[config.mk]
export PLATFORM = sky130hd
export DESIGN_NAME = user_fifo_axis_drain
export DESIGN_NICKNAME = d
export VERILOG_FILES = /design/src/rtl/user_fifo_axis_drain.sv
export SDC_FILE = /design/constraint.sdc
export NUM_CORES = 1
export LEC_CHECK = 0
export BUFFER_PORTS_ARGS = -buffer_cell sky130_fd_sc_hd__buf_2
export CAP_MARGIN = 20
export CELL_PAD_IN_SITES_DETAIL_PLACEMENT = 0
export CELL_PAD_IN_SITES_GLOBAL_PLACEMENT = 1
export CORE_MARGIN = 10
export CORE_UTILIZATION = 44
export DETAILED_ROUTE_END_ITERATION = 10
export GPL_TIMING_DRIVEN = 1
export PLACE_DENSITY = 0.86
export SYNTH_ARGS = -nofsm -noshare
export SYNTH_HDL_FRONTEND = slang
export SYNTH_SLANG_ARGS = --single-unit
[constraint.sdc]
create_clock -name clk -period 4.3 [get_ports clk]
set_input_delay 0.43 -clock clk [delete_from_list [all_inputs] [get_ports clk]]
set_output_delay 0.43 -clock clk [all_outputs]
set_load 0.05 [all_outputs]
[src/rtl/user_fifo_axis_drain.sv]
// ============================================================================
// Module   : user_fifo_axis_drain
// Brief    : Drains the 75x512 user FIFO into an AXI4-Stream master with
//            maximum-frame-length truncation and a wrapping frame counter.
// Revision : 1.0 - initial release
// ============================================================================
`default_nettype none

module user_fifo_axis_drain #(
  parameter int DATA_W    = 64,
  parameter int KEEP_W    = 8,
  parameter int FIFO_W    = 75,
  parameter int MAX_BEATS = 32,
  parameter int CNT_W     = 16
) (
  input  logic              clk,
  input  logic              rst_n,
  input  logic [FIFO_W-1:0] fifo_dout,
  input  logic              fifo_empty,
  output logic              fifo_rd_en,
  output logic [DATA_W-1:0] m_axis_tdata,
  output logic [KEEP_W-1:0] m_axis_tkeep,
  output logic              m_axis_tlast,
  output logic [1:0]        m_axis_tuser,
  output logic              m_axis_tvalid,
  input  logic              m_axis_tready,
  output logic [CNT_W-1:0]  frame_cnt,
  output logic              trunc_err,
  output logic              busy
);

  localparam int c_LAST_BIT = DATA_W + KEEP_W;
  localparam int c_USER_LSB = c_LAST_BIT + 1;
  localparam int c_ENT_W    = DATA_W + KEEP_W + 3;
  localparam int c_BEAT_W   = $clog2(MAX_BEATS + 1);

  localparam logic [c_BEAT_W-1:0] c_MAX_BEATS = c_BEAT_W'(MAX_BEATS);

  localparam logic [1:0] c_IDLE    = 2'd0;
  localparam logic [1:0] c_FRAME   = 2'd1;
  localparam logic [1:0] c_DISCARD = 2'd2;

  logic [1:0]          r_state;
  logic [1:0]          w_state_next;
  logic [c_BEAT_W-1:0] r_beat_cnt;
  logic [c_BEAT_W-1:0] w_beat_next;
  logic                r_inflight;
  logic [1:0]          r_occ;
  logic [c_ENT_W-1:0]  r_buf0;
  logic [c_ENT_W-1:0]  r_buf1;
  logic [c_ENT_W-1:0]  w_entry;
  logic [2:0]          w_level;
  logic                w_pop;
  logic                w_push;
  logic                w_trunc;
  logic                w_word_last;
  logic                r_trunc_err;
  logic [CNT_W-1:0]    r_frame_cnt;

  assign w_word_last = fifo_dout[c_LAST_BIT];
  assign w_beat_next = (r_state == c_IDLE) ? c_BEAT_W'(1) : r_beat_cnt + c_BEAT_W'(1);

  // ---------------- framing FSM: state register ----------------
  always_ff @(posedge clk) begin
    if (!rst_n) begin
      r_state    <= c_IDLE;
      r_beat_cnt <= '0;
    end else begin
      r_state <= w_state_next;
      if (w_push) begin
        r_beat_cnt <= w_beat_next;
      end
    end
  end

  // ---------------- framing FSM: next state ----------------
  always_comb begin
    w_state_next = r_state;
    if (r_inflight) begin
      case (r_state)
        c_IDLE, c_FRAME: begin
          if (w_word_last)  w_state_next = c_IDLE;
          else if (w_trunc) w_state_next = c_DISCARD;
          else              w_state_next = c_FRAME;
        end
        c_DISCARD: begin
          if (w_word_last) w_state_next = c_IDLE;
        end
        default: w_state_next = c_IDLE;
      endcase
    end
  end

  // ---------------- framing FSM: outputs ----------------
  always_comb begin
    w_push  = r_inflight && (r_state != c_DISCARD);
    // A non-last word landing on the final allowed beat closes the frame itself.
    w_trunc = w_push && !w_word_last && (w_beat_next == c_MAX_BEATS);
    w_entry = {fifo_dout[c_USER_LSB +: 2], (w_word_last | w_trunc),
               fifo_dout[KEEP_W+DATA_W-1:0]};
  end

  // ---------------- read pipeline ----------------
  assign w_pop   = m_axis_tvalid && m_axis_tready;
  assign w_level = 3'(r_occ) + 3'(r_inflight) - 3'(w_pop);
  // Only issue a read if the buffer can still hold it when it returns.
  assign fifo_rd_en = rst_n && !fifo_empty && (w_level < 3'd2);

  always_ff @(posedge clk) begin
    if (!rst_n) begin
      r_inflight <= 1'b0;
    end else begin
      r_inflight <= fifo_rd_en;
    end
  end

  always_ff @(posedge clk) begin
    if (!rst_n) begin
      r_occ  <= 2'd0;
      r_buf0 <= '0;
      r_buf1 <= '0;
    end else begin
      case ({w_push, w_pop})
        2'b10: begin
          if (r_occ == 2'd0) r_buf0 <= w_entry;
          else               r_buf1 <= w_entry;
          r_occ <= r_occ + 2'd1;
        end
        2'b01: begin
          r_buf0 <= r_buf1;
          r_occ  <= r_occ - 2'd1;
        end
        2'b11: begin
          if (r_occ == 2'd1) begin
            r_buf0 <= w_entry;
          end else begin
            r_buf0 <= r_buf1;
            r_buf1 <= w_entry;
          end
        end
        default: ;
      endcase
    end
  end

  // ---------------- counters and status ----------------
  always_ff @(posedge clk) begin
    if (!rst_n) begin
      r_frame_cnt <= '0;
      r_trunc_err <= 1'b0;
    end else begin
      r_trunc_err <= w_trunc;
      if (w_pop && r_buf0[c_LAST_BIT]) begin
        r_frame_cnt <= r_frame_cnt + CNT_W'(1);
      end
    end
  end

  assign m_axis_tvalid = (r_occ != 2'd0);
  assign m_axis_tdata  = r_buf0[DATA_W-1:0];
  assign m_axis_tkeep  = r_buf0[DATA_W +: KEEP_W];
  assign m_axis_tlast  = r_buf0[c_LAST_BIT];
  assign m_axis_tuser  = r_buf0[c_USER_LSB +: 2];
  assign frame_cnt     = r_frame_cnt;
  assign trunc_err     = r_trunc_err;
  assign busy          = (r_state != c_IDLE) || (r_occ != 2'd0) || r_inflight;

endmodule

`default_nettype wire

==> flow_metrics.py <==
metrics = {
    "worst_setup_path": {
        "cpLargestDelayFamily": "adder cells",
        "crit_fanout": 7,
        "critPathMaxStageDelay_ps": 440,
        "path_cells": "inv_1 > ha_1 > nor2b_4 > ha_1 > nor2_1 > fa_1 > nor4b_1 > buf_2",
        "reg2reg_depth": 10,
        "critPathRequiredTime_ps": 3870,
        "crit_buf_inv": 2,
        "cp-start-kind": "flop",
        "crit_type": "flop to output pin",
        "slowest_stage": "fa_1",
        "cp_data_arrival_time_ps": 2980,
        "crit_path_end_kind": "output pin",
        "worstSetupPathDepth": 8,
        "critical_path.most_common_cell": "ha_1",
    },
    "final_layout": {
        "stdcell_area_um2": 9040,
        "post-route-util_pct": 54.3,
        "nets": 981,
        "nFillCells": 1549,
        "syn_to_final_growth_pct": 20.8,
        "drive_above_1_share_pct": 24.5,
        "antenna_cells": 0,
    },
    "place": {
        "gp_congestion": 0.762,
        "pre_cts_slack_ps": 1250,
        "placed_area_um2": 8450,
        "dpl.hpwl_mm": 12.6,
        "io_buffers": 173,
    },
    "clock_tree": {
        "cts_max_level": 4,
        "clk_pin_slew_ps": 60,
        "hold_buffers": 0,
        "clockBufferDepth": 2,
        "clockRootBuffer": "clkbuf_16",
        "cts_setup_buffers": 0,
        "cts_resized": 0,
        "tritoncts": "done",
        "clock_sinks": 178,
        "insertion_delay_ps": 430,
        "numCtsBuffers": 17,
    },
    "die": {
        "coreArea_um2": 16600,
        "row_count": 47,
        "initial_utilization_pct": 45.0,
        "chipWidth_um": 150,
        "boundaryPins": 174,
        "die_y_um": 150,
        "dieArea_um2": 22600,
    },
    "yosys": {
        "postSynthCellCount": 763,
        "synth_edf_count": 0,
        "synth_area_um2": 7480,
        "yosysSeqAreaShare_pct": 47.6,
        "synthArstFlopShare_pct": 0,
        "avgSynthCellArea_um2": 9.80,
        "synth_flop_cell": "dfxtp_1",
        "synth_fp_nets": 851,
        "ys_warn_count": 0,
        "ys_ff_latch": 178,
        "synth_cell_types": 43,
    },
    "sta": {
        "finalWorstSetupSlack_ps": 890,
        "min_period_ps": 3410,
        "hold_violations": 0,
        "tightest_slew_ps": 860,
        "fin_crit_sh_pct": 79.3,
        "skew_ps": 15.2,
        "drv_slew": 0,
        "rsz0062_at_grt": "no",
        "relSlewSlack_pct": 42.6,
        "finalSetupViolations": 0,
        "final.setup.tns_ps": 0,
        "hold-worst-slack_ps": 206,
        "fmax_ghz": 0.293,
    },
    "route": {
        "vias": 6197,
        "drc": 0,
        "antenna_left": 0,
        "wl_per_cell_um": 17.6,
        "routed_via_density": 5.51,
        "drt_pre_antenna_iters": 5,
        "wl_mm": 19.9,
        "drt-initial-drc-count": 375,
    },
    "min_path": {
        "hold_depth": 2,
        "worstHoldPathType": "input port to flop",
    },
    "grt": {
        "grt_pass1_vias": 6125,
        "grt_first_pass_wirelength_mm": 32.0,
        "grt_antenna_before_repair": 0,
        "grt_overflow": 0,
        "grt_max_degree": 65,
        "track_usage_pct": 17.3,
    },
    "power_and_ir_drop": {
        "power.density_nw_per_um2": 860,
        "leakagePower_nw": 4.39,
        "ir_worst_vdd_uv": 418,
    },
    "run": {
        "cap_violations": 0,
    },
    "status": {
        "status": "finished clean",
    },
}
==> layout by cell type, fill, tap and decap left out, drive strengths merged, types with 2 or more instances in the layout <==
cell type,instances
inv,10
and2,15
nor4,2
xor2,6
and4,2
o21a,2
a22oi,3
and3,4
a21boi,74
clkbuf,24
buf,184
nor2,8
nor4b,3
a32oi,3
xnor2,14
a221o,74
o211a,75
nand4,5
mux2i,2
clkinv,3
o21ai,7
nand3,10
bufinv,2
nor2b,11
a21oi,4
dfxtp,178
nand2,160
ha,8
==> per-stage QoR <==
step                total power, mW  instances
finish                         7.77       1125
global route                   8.24       1125
detailed placement             6.30       1094
CTS                            7.87       1125
global placement               6.26       1094
floorplan                      5.36        763
==> area by class of cell <==
class                      instances  area, um^2  share of cell area (%)
clock buffer                      24         492                    5.44
clock inverter                     7        98.8                    1.09
inverter                           9        33.8                   0.374
multi-input combinational        503        3580                    39.6
sequential                       178        3560                    39.4
tap                              220         275                    3.04
timing repair buffer             184        1000                    11.1
==> worst paths after layout <==
kind           endpoint  slack [ps]       start
min          r_inflight         210  fifo_empty
max          fifo_rd_en         890    r_occ[1]
min reg2reg  r_buf1[12]         460  r_buf1[12]
max reg2reg  r_buf1[11]        1250    r_occ[1]
==> sequential cells by signal, summed over array words and instances, names as in the netlist <==
register    cells
r_buf0         75
trunc_err       1
r_inflight      1
r_state         2
r_buf1         75
r_occ           2
r_beat_cnt      6
frame_cnt      16
==> layer usage <==
metal / part of all wire (%) / GRT usage, %
met3: 6.8 / 5.07
met1: 45 / 22.3
met2: 47 / 27.6
met4: 1.1 / 4.66
met5: 0 / 0
==> power by group <==
group	switching [mW]	internal (mW)	total [mW]
clock network	0.635	0.919	1.55
registers	0.308	2.21	2.51
logic	2.62	1.08	3.71
==> cells in the mapped netlist, drive strengths merged, types with 4 or more instances <==
cell type	number	share of area, %
a21boi	74	7.4
a21oi	4	0.27
a221o	74	9.9
and2	15	1.3
and3	4	0.33
buf	41	3.1
clkbuf	32	1.6
dfxtp	178	48
ha	8	1.3
inv	9	0.45
nand2	160	8.0
nand3	10	0.74
nand4	5	0.42
nor2	8	0.40
nor2b	11	1.0
o211a	75	10
o21ai	7	0.47
xnor2	14	1.6
xor2	6	0.70
==> kinds of logic (layout without fill, tap and decap cells) <==
family	count (synthesis)	after routing	share of synthesized area (%)
buf+inv	82	224	5.13
simple gates	224	224	13.4
mux	2	2	0.268
xor+xnor	20	20	2.34
flops	178	178	47.6
compound gates	248	248	29.6
fa+ha+maj	9	9	1.61
(Power assumes the default switching activity.)
